==> config.mk <==
export PLATFORM = sky130hd
export DESIGN_NAME = line_buffer_ctrl
export DESIGN_NICKNAME = d
export VERILOG_FILES = /design/src/rtl/line_buffer_ctrl.sv
export SDC_FILE = /design/constraint.sdc
export NUM_CORES = 1
export LEC_CHECK = 0
export CORE_MARGIN = 2
export CORE_UTILIZATION = 25
export DETAILED_ROUTE_END_ITERATION = 16
export PLACE_DENSITY = 0.47
export SETUP_SLACK_MARGIN = 0.15
export SKIP_CTS_REPAIR_TIMING = 1
export SLEW_MARGIN = 20
export SYNTH_ARGS = -nofsm -noshare
export SYNTH_HDL_FRONTEND = slang
export SYNTH_SLANG_ARGS = --single-unit
==> constraint.sdc <==
create_clock -name clock -period 6.3 [get_ports clock]
set_clock_uncertainty 0.05 [all_clocks]
set_input_delay 0.945 -clock clock [delete_from_list [all_inputs] [get_ports clock]]
set_output_delay 0.945 -clock clock [all_outputs]
set_load 0.1 [all_outputs]
==> src/rtl/line_buffer_ctrl.sv <==
// Ping-pong line-buffer controller in front of a 1024x16 dual-port pixel SRAM.
// Latency: a completed line starts streaming 3 cycles after its bankFull flag is seen (FSM, issue, capture).
// Backpressure: none on the pixel input (pixels aimed at a full bank are dropped and flagged);
//   the output is valid/ready, and a 2-entry skid FIFO absorbs the 1-cycle SRAM read latency.
//
// Ports:
//   clock, reset                  single clock, synchronous active-high reset
//   pixelValid/pixelData/startOfLine   incoming pixel stream (startOfLine restarts the line at index 0)
//   sramWeA/sramAddrA/sramDataA   SRAM write port; address and data are 0 when no write happens
//   sramAddrB/sramDataB           SRAM read port; data returns one cycle after the address
//   streamValid/streamData/streamLast/streamReady   drained line words, last word flagged
//   bankFull                      per-bank "line complete, not yet drained"
//   overflow                      sticky, a pixel was dropped because its bank was full

// Small generic synchronous FIFO used as the read-side skid buffer.
// Latency: 1 cycle from push to out_vld; reads the head combinationally.
// Backpressure: the caller must never push when full (count == DEPTH).
module lb_fifo #(
  parameter int WIDTH = 16,
  parameter int DEPTH = 2
) (
  input  logic                       clock,
  input  logic                       reset,
  input  logic                       in_vld,
  input  logic [WIDTH-1:0]           in_dat,
  input  logic                       out_rdy,
  output logic                       out_vld,
  output logic [WIDTH-1:0]           out_dat,
  output logic [$clog2(DEPTH+1)-1:0] count
);
  localparam int PW = (DEPTH > 1) ? $clog2(DEPTH) : 1;
  localparam int CW = $clog2(DEPTH + 1);

  logic [WIDTH-1:0] mem_q [DEPTH];
  logic [WIDTH-1:0] mem_d [DEPTH];
  logic [PW-1:0]    wr_ptr_q, wr_ptr_d;
  logic [PW-1:0]    rd_ptr_q, rd_ptr_d;
  logic [CW-1:0]    count_q, count_d;
  logic             push, pop;

  assign out_vld = (count_q != '0);
  assign out_dat = mem_q[rd_ptr_q];
  assign count   = count_q;
  assign push    = in_vld;
  assign pop     = out_rdy & out_vld;

  always_comb begin
    mem_d    = mem_q;
    wr_ptr_d = wr_ptr_q;
    rd_ptr_d = rd_ptr_q;
    if (push) begin
      mem_d[wr_ptr_q] = in_dat;
      wr_ptr_d = (wr_ptr_q == PW'(DEPTH - 1)) ? '0 : wr_ptr_q + PW'(1);
    end
    if (pop) begin
      rd_ptr_d = (rd_ptr_q == PW'(DEPTH - 1)) ? '0 : rd_ptr_q + PW'(1);
    end
    count_d = count_q + CW'(push) - CW'(pop);
  end

  always_ff @(posedge clock) begin
    if (reset) begin
      for (int i = 0; i < DEPTH; i++) mem_q[i] <= '0;
      wr_ptr_q <= '0;
      rd_ptr_q <= '0;
      count_q  <= '0;
    end else begin
      mem_q    <= mem_d;
      wr_ptr_q <= wr_ptr_d;
      rd_ptr_q <= rd_ptr_d;
      count_q  <= count_d;
    end
  end
endmodule

// Top level: write-side bank/line tracking, read FSM, skid FIFO.
// Latency: write is combinational to SRAM port A; read words appear 3 cycles after bankFull.
// Backpressure: streamReady low stalls issue once the skid FIFO plus in-flight read reach 2.
module line_buffer_ctrl #(
  parameter int LINE_WIDTH = 512
) (
  input  logic        clock,
  input  logic        reset,
  input  logic        pixelValid,
  input  logic [15:0] pixelData,
  input  logic        startOfLine,
  output logic        sramWeA,
  output logic [9:0]  sramAddrA,
  output logic [15:0] sramDataA,
  output logic [9:0]  sramAddrB,
  input  logic [15:0] sramDataB,
  output logic        streamValid,
  output logic [15:0] streamData,
  output logic        streamLast,
  input  logic        streamReady,
  output logic [1:0]  bankFull,
  output logic        overflow
);
  localparam logic [8:0] LAST_IDX = 9'(LINE_WIDTH - 1);
  localparam logic [9:0] LINE_LEN = 10'(LINE_WIDTH);

  typedef enum logic {
    ST_IDLE   = 1'b0,
    ST_STREAM = 1'b1
  } rd_state_t;

  // Write-side state
  logic       wr_bank_q, wr_bank_d;
  logic [8:0] wr_count_q, wr_count_d;
  logic [1:0] bank_full_q, bank_full_d;
  logic       overflow_q, overflow_d;

  // Read-side state
  rd_state_t  state_q, state_d;
  logic       rd_bank_q, rd_bank_d;
  logic [9:0] rd_count_q, rd_count_d;
  logic       in_flight_q, in_flight_d;
  logic       in_flight_last_q, in_flight_last_d;

  // Write-side combinational
  logic       wr_accept;
  logic [8:0] wr_idx;
  logic       wr_line_done;

  // Read-side combinational
  logic        pop;
  logic        rd_done;
  logic [2:0]  occupancy;
  logic        rd_issue;
  logic        skid_vld;
  logic [16:0] skid_head;
  logic [1:0]  skid_count;

  // ---------------- write side ----------------
  always_comb begin
    wr_accept    = pixelValid & ~reset & ~bank_full_q[wr_bank_q];
    // A startOfLine pixel restarts the line, silently discarding any partial line.
    wr_idx       = startOfLine ? 9'd0 : wr_count_q;
    wr_line_done = wr_accept & (wr_idx == LAST_IDX);

    sramWeA   = wr_accept;
    sramAddrA = wr_accept ? {wr_bank_q, wr_idx} : 10'd0;
    sramDataA = wr_accept ? pixelData : 16'd0;

    wr_count_d = wr_count_q;
    wr_bank_d  = wr_bank_q;
    if (wr_accept) begin
      if (wr_line_done) begin
        wr_count_d = 9'd0;
        wr_bank_d  = ~wr_bank_q;
      end else begin
        wr_count_d = wr_idx + 9'd1;
      end
    end

    overflow_d = overflow_q | (pixelValid & ~reset & bank_full_q[wr_bank_q]);
  end

  // ---------------- read side ----------------
  always_comb begin
    pop     = skid_vld & streamReady;
    rd_done = pop & skid_head[16];

    // Words that will sit in the skid FIFO after this edge; issuing now adds one more
    // a cycle later, so issue only while that stays within the 2 FIFO entries.
    occupancy = 3'(skid_count) + 3'(in_flight_q) - 3'(pop);
    rd_issue  = (state_q == ST_STREAM) & (rd_count_q < LINE_LEN) & (occupancy < 3'd2);

    sramAddrB = rd_issue ? {rd_bank_q, rd_count_q[8:0]} : 10'd0;

    state_d    = state_q;
    rd_bank_d  = rd_bank_q;
    rd_count_d = rd_count_q;
    case (state_q)
      ST_IDLE: begin
        if (bank_full_q[rd_bank_q]) begin
          state_d    = ST_STREAM;
          rd_count_d = 10'd0;
        end
      end
      ST_STREAM: begin
        if (rd_issue) rd_count_d = rd_count_q + 10'd1;
        // The bank is released only once the consumer has taken its final word.
        if (rd_done) begin
          state_d   = ST_IDLE;
          rd_bank_d = ~rd_bank_q;
        end
      end
      default: state_d = ST_IDLE;
    endcase

    in_flight_d      = rd_issue;
    in_flight_last_d = rd_issue & (rd_count_q == LINE_LEN - 10'd1);

    // Set and clear always target different banks: the writer only completes a
    // non-full bank while the reader only frees a full one.
    bank_full_d = bank_full_q;
    if (rd_done)      bank_full_d[rd_bank_q] = 1'b0;
    if (wr_line_done) bank_full_d[wr_bank_q] = 1'b1;
  end

  // Skid FIFO carries {last, data}; SRAM data for an issue made last cycle is pushed now.
  lb_fifo #(
    .WIDTH (17),
    .DEPTH (2)
  ) u_skid (
    .clock   (clock),
    .reset   (reset),
    .in_vld  (in_flight_q),
    .in_dat  ({in_flight_last_q, sramDataB}),
    .out_rdy (streamReady),
    .out_vld (skid_vld),
    .out_dat (skid_head),
    .count   (skid_count)
  );

  assign streamValid = skid_vld;
  assign streamData  = skid_head[15:0];
  assign streamLast  = skid_head[16];
  assign bankFull    = bank_full_q;
  assign overflow    = overflow_q;

  always_ff @(posedge clock) begin
    if (reset) begin
      wr_bank_q        <= 1'b0;
      wr_count_q       <= 9'd0;
      bank_full_q      <= 2'b00;
      overflow_q       <= 1'b0;
      state_q          <= ST_IDLE;
      rd_bank_q        <= 1'b0;
      rd_count_q       <= 10'd0;
      in_flight_q      <= 1'b0;
      in_flight_last_q <= 1'b0;
    end else begin
      wr_bank_q        <= wr_bank_d;
      wr_count_q       <= wr_count_d;
      bank_full_q      <= bank_full_d;
      overflow_q       <= overflow_d;
      state_q          <= state_d;
      rd_bank_q        <= rd_bank_d;
      rd_count_q       <= rd_count_d;
      in_flight_q      <= in_flight_d;
      in_flight_last_q <= in_flight_last_d;
    end
  end
endmodule
Word level (Yosys, flattened, before mapping)
Cells that the tools add are included.
- bits in registers: 65
- logic and storage cells: 91
- $add $sub $neg: 8
- order comparisons: 9
- equality and inequality tests: 4
- mux-type cells: 29
- bitwise gates (word level): 20
- reductions and logical operators: 7
- operators by type and width (kind ; count):
    two-way mux 17 bit ; 4
    two-way mux 10 bit ; 4
    bitwise mux 34 bit ; 1
    one-hot mux 10 bit (2 select lines) ; 1
    two-way mux 9 bit ; 2
    demux 17 bit (select 1 bit) ; 1
    two-way mux 16 bit ; 1
    adder 10 x 1 -> 10 bit, second input constant ; 1
    equality test 10 x 9 -> 1 bit, second input constant ; 1
    less-than comparator 10 bit, second input constant ; 1
    two-way mux 1 bit ; 10
    adder 9 x 1 -> 9 bit, second input constant ; 1
    bitwise AND 1 bit ; 9
    equality test 9 bit, second input constant ; 1
    AND reduction 2 bit ; 3
    NOT 1 bit ; 5
    greater-or-equal comparator 2 bit, second input constant ; 2
    less-than comparator 1 x 2 -> 1 bit, second input constant ; 2
    two-way mux 2 bit ; 2
    NOT 1 -> 2 bit ; 2
    adder 2 x 1 -> 3 bit ; 1
    logical AND 1 bit ; 3
    less-than comparator 3 x 2 -> 1 bit, second input constant ; 1
    subtractor 3 x 1 -> 3 bit ; 1
    other kinds (14) ; 17

Depth between registers and ports, before layout
Gate-level depths: netlist of run 1.
- word-level depth: 9
- depth in mapped cells: 11
- depth with buffers taken out: 9

Hierarchy
Synthesis of run 1 repeated with hierarchy kept, for this count alone.
- cell total of the unflattened synthesis: 383
- area, all modules: 3170.5 sq um
- modules (own cells, without submodules) (module ; instances ; cells each ; area an instance (sq um) ; sequential area each (sq um)):
    lb_fifo ; 1 ; 189 ; 1590.3 ; 760.7
    line_buffer_ctrl ; 1 ; 194 ; 1580.3 ; 540.5

Worst setup path before layout of run 1
OpenSTA, ideal clock, no wires.
- path kind: input port to output port
- start: input port streamReady
- end: output port sramAddrB[0]
- arrival: 4781 ps
- data required time: 5305 ps
- path slack: 524 ps
- cell stages on the path: 10
- buffers on the path: 2
- cell sequence: o21ai_0 > inv_1 > ha_1 > inv_1 > ha_1 > fa_1 > or3b_1 > clkbuf_1 > buf_2 > nor3_1
- cells in the longest elaborated chain, start to end: 5
- RTL lines (item ; RTL line ; RTL):
    start: declaration ; 95 ; input logic streamReady,
    bitwise AND 1 bit ; 161 ; pop = skid_vld & streamReady;
    named net pop ; 126 ; logic pop;
    subtractor 3 x 1 -> 3 bit ; 166 ; occupancy = 3'(skid_count) + 3'(in_flight_q) - 3'(pop);
    named net occupancy[1] ; 128 ; logic [2:0] occupancy;
    less-than comparator 3 x 2 -> 1 bit ; 167 ; rd_issue = (state_q == ST_STREAM) & (rd_count_q < LINE_LEN) & (occupancy < 3'd2);
    bitwise AND 1 bit ; 167 ;
    two-way mux 10 bit ; 169 ; sramAddrB = rd_issue ? {rd_bank_q, rd_count_q[8:0]} : 10'd0;
    end: declaration ; 90 ; output logic [9:0] sramAddrB,
The timed path passes the listed nets, and every way through them passes these cells.

Final worst setup path of run 1
- start: input port streamReady
- end: output port sramAddrB[7]
Same word-level chain as after synthesis.

==> results of run 1 <==
==> worst paths after layout <==
check / slack (ns) / depth (start not counted) / start / endpoint
min reg2reg: 0.40 / 2 / u_skid.mem_q[27] / u_skid.mem_q[27]
min: 0.40 / 2 / u_skid.mem_q[27] / u_skid.mem_q[27]
max: 1.04 / 11 / streamReady / sramAddrB[7]
max reg2reg: 2.98 / 9 / u_skid.count[1] / in_flight_last_q
==> synthesized netlist by cell type (2+ instances only) <==
cell / instances / area [um2]
nor2_1: 13 / 48.8
dfxtp_1: 65 / 1300
nand3_1: 7 / 35.0
a21o_1: 2 / 15.0
o311ai_0: 4 / 35.0
clkbuf_1: 22 / 82.6
and4b_1: 2 / 20.0
mux2_2: 18 / 203
buf_2: 2 / 10.0
or3_1: 3 / 18.8
nor4_2: 3 / 37.5
nor2b_1: 7 / 43.8
nand4_1: 12 / 75.1
and2_1: 10 / 62.6
o31ai_1: 4 / 30.0
o211ai_1: 10 / 75.1
nand2_1: 75 / 282
xnor2_1: 3 / 26.3
and4_1: 3 / 26.3
inv_1: 16 / 60.1
or4b_2: 2 / 20.0
a211oi_1: 2 / 15.0
mux2i_1: 8 / 80.1
nor3b_1: 6 / 45.0
or4_1: 3 / 22.5
and3_1: 21 / 131
buf_1: 8 / 30.0
o21ai_0: 13 / 65.1
a21oi_1: 43 / 215
nor3_1: 8 / 40.0
nand2b_1: 4 / 25.0
ha_1: 5 / 62.6
==> cell type report <==
| class | instances | area (um2) |
|---|---|---|
| fill | 1377 | 8500 |
| multi-input combinational | 304 | 1880 |
| sequential | 65 | 1300 |
| timing repair buffer | 99 | 926 |
| clock buffer | 10 | 239 |
| tap | 176 | 220 |
| clock inverter | 6 | 66.3 |
| inverter | 16 | 60.1 |
==> logic make-up after synthesis <==
| logic type | share of synthesized area |
|---|---|
| mux | 0.0841 |
| xor+xnor | 0.00782 |
| flops | 0.387 |
| fa+ha+maj | 0.0246 |
| compound gates | 0.149 |
| buf+inv | 0.0544 |
| simple gates | 0.293 |
==> tightest hold or removal path: stages (launching register included) <==
cell and delay [ns]:
dfxtp_1 0.30, nand2_1 0.05, a21oi_1 0.05
==> per-layer routing <==
| layer | up-vias | share of wire | global-route usage |
|---|---|---|---|
| met2 | 63 | 0.49 | 0.242 |
| met3 | 12 | 0.043 | 0.0323 |
| li1 | 1629 | - | - |
| met4 | 0 | 0.013 | 0.0397 |
| met1 | 1550 | 0.45 | 0.180 |
| met5 | - | 0 | 0 |
==> state kept, by name (all words and copies together), names as in the netlist <==
| register | flops |
|---|---|
| u_skid.count | 2 |
| bankFull | 2 |
| state_q | 1 |
| wr_bank_q | 1 |
| u_skid.wr_ptr_q | 1 |
| rd_count_q | 10 |
| rd_bank_q | 1 |
| in_flight_last_q | 1 |
| u_skid.rd_ptr_q | 1 |
| wr_count_q | 9 |
| u_skid.mem_q | 34 |
| in_flight_q | 1 |
| overflow | 1 |
==> through the flow <==
| stage | hold slack (ns) | worst slack (ns) | total power, W |
|---|---|---|---|
| finish | 0.398 | 1.04 | 0.00110 |
| floorplan | 0.382 | 0.524 | 0.000549 |
| global placement | 0.389 | 1.11 | 0.000606 |
| CTS | 0.402 | 1.00 | 0.00112 |
| detailed placement | 0.394 | 1.01 | 0.000608 |
| global route | 0.420 | 0.778 | 0.00115 |
==> power by group through the flow <==
stage	clock network [W]	logic, W	registers (W)
after CTS	0.000523	0.000170	0.000430
final	0.000505	0.000168	0.000430
after global routing	0.000539	0.000180	0.000431
after floorplan	0	0.000122	0.000427
after global placement	0	0.000167	0.000439
after detailed placement	0	0.000169	0.000439
==> reports/metrics.yaml, run 1 <==
global_routing:
  grt_pass1_wl_um: 16500
  grt_pass1_vias: 3225
  grt-ovfl-total: 0
  grt_usage: 0.142
  antenna_found_initial: 0
  grt_max_degree: 67
clock_tree:
  clk_pin_slew_ns: 0.06
  htreeDepth: 3
  clk_latency_ns: 0.33
  cts-root-buf: "clkbuf_16"
  clock-sinks: 65
  clk_path_buf_depth: 2
  cts_tree: "yes"
  cts_buffers: 9
detailed_routing:
  antenna_left: 0
  wl_um: 9950
  first_pass_iters: 4
  drt-initial-drc-count: 216
  routedWlPerCell_um: 14.7
  drt-vias-per-instance: 4.81
  vias: 3254
  drc_errors: 0
floorplan:
  die-area_um2: 14400
  die_w_um: 120
  core_area_um2: 13200
  fp.dieH_um: 120
  initial_core_util: 0.255
  ios: 95
  num_rows: 42
power_and_ir_drop:
  p_int_w: 0.000794
  power_leakage_nw: 1.70
  ir_drop_v: 0.000160
  p_switching_w: 0.000309
  comb_power_share: 0.153
  pwr-share-seq: 0.390
  powerDensity_nw_per_um2: 235
  power_frac_clock: 0.458
  p_sw_frac: 0.280
worst_setup_path:
  startpoint_type: "primary input"
  path_buf_inv: 4
  cp_slowest_cell: "or3b_1"
  path_max_fanout: 16
  worstSetupEndpointType: "primary output"
  crit_type: "in2out"
  cpPeakStageDelay_ns: 0.59
  cp.arrival_ns: 4.27
  crit_family: "simple AND/OR/NAND/NOR gates"
  required_ns: 5.30
  cp_cell_sequence: "clkdlybuf4s50_1 > o21ai_0 > inv_1 > ha_1 > inv_1 > ha_1 > fa_1 > or3b_1 > nor2_1 > and2_1 > buf_4"
job:
  maxCapViolations: 0
synth:
  yosys_warnings: 0
  synthCells: 417
  ys_ff_latch: 65
  synth_flop_cell: "dfxtp_1"
  ys_seq_area_frac: 0.387
  async_reset_ff_frac: 0
  mappedNetlistNets: 460
  syn-cell-area_um2: 3360
  synth_edf_count: 0
  synth_cell_types: 45
  syn_avg_cell_area_um2: 8.06
placed_design:
  portBuffers: 94
  place_area_um2: 4380
  dpl.hpwl_um: 6650
  routabilityCongestion: 0.817
  post-place-cells: 660
timing:
  finalHoldViolCount: 0
  finalCriticalPeriod_ns: 5.26
  rsz0062_at_grt: "no"
  clock.fmax_mhz: 190
  tightest_slew_ns: 1.01
  final.setup.tns_ns: 0
  setup_viol: 0
  period_share: 0.835
  relSlewSlack: 0.327
  slew_violations: 0
layout:
  final_cell_mix: "75 x nand2_1, 74 x clkdlybuf4s50_1, 65 x dfxtp_1, 43 x a21oi_1, 24 x buf_4"
  synthToLayoutAreaGrowth_pct: 39.5
  nets: 538
  diodes: 0
  fin_area_um2: 4690
  layout_commonest_cell: "nand2_1"
  drive_gt1_frac: 0.128
  instances_no_fill: 676
  fin_util: 0.356
worst_hold_path:
  hold_path.class: "reg2reg"
status:
  status: "completed"
(Power assumes the default switching activity.)
==> run 2: changes to the inputs <==
--- a/config.mk
+++ b/config.mk
@@ -8,7 +8,7 @@
 export CORE_MARGIN = 2
 export CORE_UTILIZATION = 25
 export DETAILED_ROUTE_END_ITERATION = 16
-export PLACE_DENSITY = 0.47
+export PLACE_DENSITY = 0.49
 export SETUP_SLACK_MARGIN = 0.15
 export SKIP_CTS_REPAIR_TIMING = 1
 export SLEW_MARGIN = 20
==> constraint.sdc (replaced) <==
create_clock -name clock -period 4.45 [get_ports clock]
set_clock_uncertainty 0.05 [all_clocks]
set_input_delay 0.6675 -clock clock [delete_from_list [all_inputs] [get_ports clock]]
set_output_delay 0.6675 -clock clock [all_outputs]
set_load 0.1 [all_outputs]
==> run 2 against run 1 <==
Sequential power up 41%. Sequential share of layout area down 1.4 points. Non-clock buffer count up 4. Combinational power up 48%. Via count up 1.2%. Total power up 45%. Cell count up 0.59%. Critical path type unchanged. Largest cell class unchanged.
==> reports/metrics.yaml, run 2 (synthesis results as in run 1) <==
worst_setup_path:
  startpoint_type: "primary input"  # unchanged
  cp.arrival_ns: 3.35  # was 4.27 ns
  worstSetupEndpointType: "primary output"  # unchanged
  path_max_fanout: 10  # was 16
  crit_type: "in2out"  # unchanged
  required_ns: 3.73  # was 5.30 ns
layout:
  instances_no_fill: 680  # was 676
  layout_commonest_cell: "nand2_1"  # unchanged
  largest_reg_flops: 34  # unchanged
  synthToLayoutAreaGrowth_pct: 46.8  # was 39.5%
  diodes: 0  # unchanged
  reg.largest.list: "u_skid.mem_q: 34 flops, rd_count_q: 10 flops, wr_count_q: 9 flops"  # unchanged
  top_register: "u_skid.mem_q"  # unchanged
  fin_util: 0.374  # was 0.356
  fillers: 1321  # was 1377
  nets: 542  # was 538
  drive_gt1_frac: 0.173  # was 0.128
  final_cell_mix: "75 x nand2_1, 65 x dfxtp_1, 55 x clkdlybuf4s50_1, 43 x a21oi_1, 28 x buf_4"  # was 75 x nand2_1, 74 x clkdlybuf4s50_1, 65 x dfxtp_1, 43 x a21oi_1, 24 x buf_4
placed_design:
  routabilityCongestion: 0.874  # was 0.817
  post-place-cells: 664  # was 660
  dpl.hpwl_um: 6580  # was 6650 um
  portBuffers: 94  # unchanged
timing:
  finalCriticalPeriod_ns: 4.07
  relSlewSlack: 0.304  # was 0.327
  finalHoldViolCount: 0  # unchanged
  slew_violations: 0  # unchanged
  period_share: 0.915
  clock.fmax_mhz: 246
  final.setup.tns_ns: 0  # unchanged
  tightest_slew_ns: 1.04  # was 1.01 ns
  setup_viol: 0  # unchanged
  rsz0062_at_grt: "no"  # unchanged
clock_tree:
  clock-sinks: 65  # unchanged
  clk_pin_slew_ns: 0.05  # was 0.06 ns
  cts_tree: "yes"  # unchanged
  clk_path_buf_depth: 2  # unchanged
  cts-root-buf: "clkbuf_16"  # unchanged
  htreeDepth: 3  # unchanged
  clk_latency_ns: 0.33  # about the same
  cts_buffers: 9  # unchanged
detailed_routing:
  antenna_left: 0  # unchanged
  drc_errors: 0  # unchanged
  wl_um: 9920  # was 9950 um
  drt-vias-per-instance: 4.84  # was 4.81
  vias: 3292  # was 3254
  drt-initial-drc-count: 284  # was 216
  routedWlPerCell_um: 14.6  # was 14.7 um
  first_pass_iters: 4  # unchanged
floorplan:
  die-area_um2: 14400  # unchanged
  ios: 95  # unchanged
  die_w_um: 120  # unchanged
  num_rows: 42  # unchanged
  initial_core_util: 0.255  # unchanged
  fp.dieH_um: 120  # unchanged
  core_area_um2: 13200  # unchanged
global_routing:
  grt_pass1_vias: 3295  # was 3225
  antenna_found_initial: 0  # unchanged
  grt_usage: 0.141  # was 0.142
  grt_max_degree: 58  # was 67
  grt_pass1_wl_um: 16500  # about the same
  grt-ovfl-total: 0  # unchanged
power_and_ir_drop:
  powerDensity_nw_per_um2: 325  # was 235 nW/um2
  ir_drop_v: 0.000174  # was 0.000160 V
  power_leakage_nw: 1.81  # was 1.70 nW
status:
  status: "completed"  # unchanged
job:
  maxCapViolations: 0  # unchanged
worst_hold_path:
  hold_path.class: "reg2reg"  # unchanged
run 2: cell count changes in the layout (fill, tap and decap cells not counted), sizes merged:
| cell | change |
|---|---|
| buf | +23 |
| clkdlybuf4s50 | -19 |
| bufinv | +1 |
| clkbuf | +1 |
| clkinvlp | -1 |
| inv | -1 |
run 2: cell type report:
| class | count | area, um2 | share of cell area |
|---|---|---|---|
| Multi-Input combinational cell | 304 | 1890 | 0.384 |
| Clock buffer | 11 | 233 | 0.0472 |
| Inverter | 16 | 60.1 | 0.0122 |
| Clock inverter | 5 | 80.1 | 0.0162 |
| Sequential cell | 65 | 1300 | 0.264 |
| Timing Repair Buffer | 103 | 1150 | 0.232 |
| Tap cell | 176 | 220 | 0.0446 |
run 2: per-layer routing:
| layer | wire, um | vias to the layer above | global-route usage |
|---|---|---|---|
| met5 | 0 | - | 0 |
| met4 | 73 | 0 | 0.0404 |
| met3 | 601 | 7 | 0.0423 |
| met2 | 4650 | 87 | 0.228 |
| li1 | - | 1633 | - |
| met1 | 4590 | 1565 | 0.183 |
run 2: critical path, cell delays in order:
cell and delay, ns:
clkdlybuf4s50_1 0.40, o21ai_0 0.13, inv_1 0.14, ha_1 0.30, inv_1 0.04, ha_1 0.18, fa_1 0.46, or3b_1 0.38
nor2_1 0.10, buf_4 0.17, and2_1 0.19, buf_12 0.19
run 2: where the power goes:
part | leakage [nW] | total [W] | internal (W) | switching (W)
sequential | 0.524 | 0.000608 | 0.000589 | 0.0000193
clock | 0.146 | 0.000745 | 0.000489 | 0.000256
combinational | 1.14 | 0.000248 | 0.0000864 | 0.000162
run 2: worst paths after layout:
kind / startpoint / to / slack [ns] / depth (start not counted)
setup / recovery: streamReady / sramAddrB[8] / 0.38 / 12
hold / removal: u_skid.mem_q[26] / u_skid.mem_q[26] / 0.40 / 2
setup reg to reg: u_skid.count[1] / rd_count_q[3] / 1.40 / 10
hold reg to reg: u_skid.mem_q[26] / u_skid.mem_q[26] / 0.40 / 2
run 2: per-stage QoR:
step                hold WS, ns  area, um2  power (W)  worst slack (ns)
finish                    0.400       4930    0.00160             0.380
global route              0.423       4930    0.00167             0.265
CTS                       0.403       4930    0.00163             0.367
detailed placement        0.393       4620   0.000868             0.422
global placement          0.388       4620   0.000865             0.439
floorplan                 0.382       3380   0.000781           -0.0454
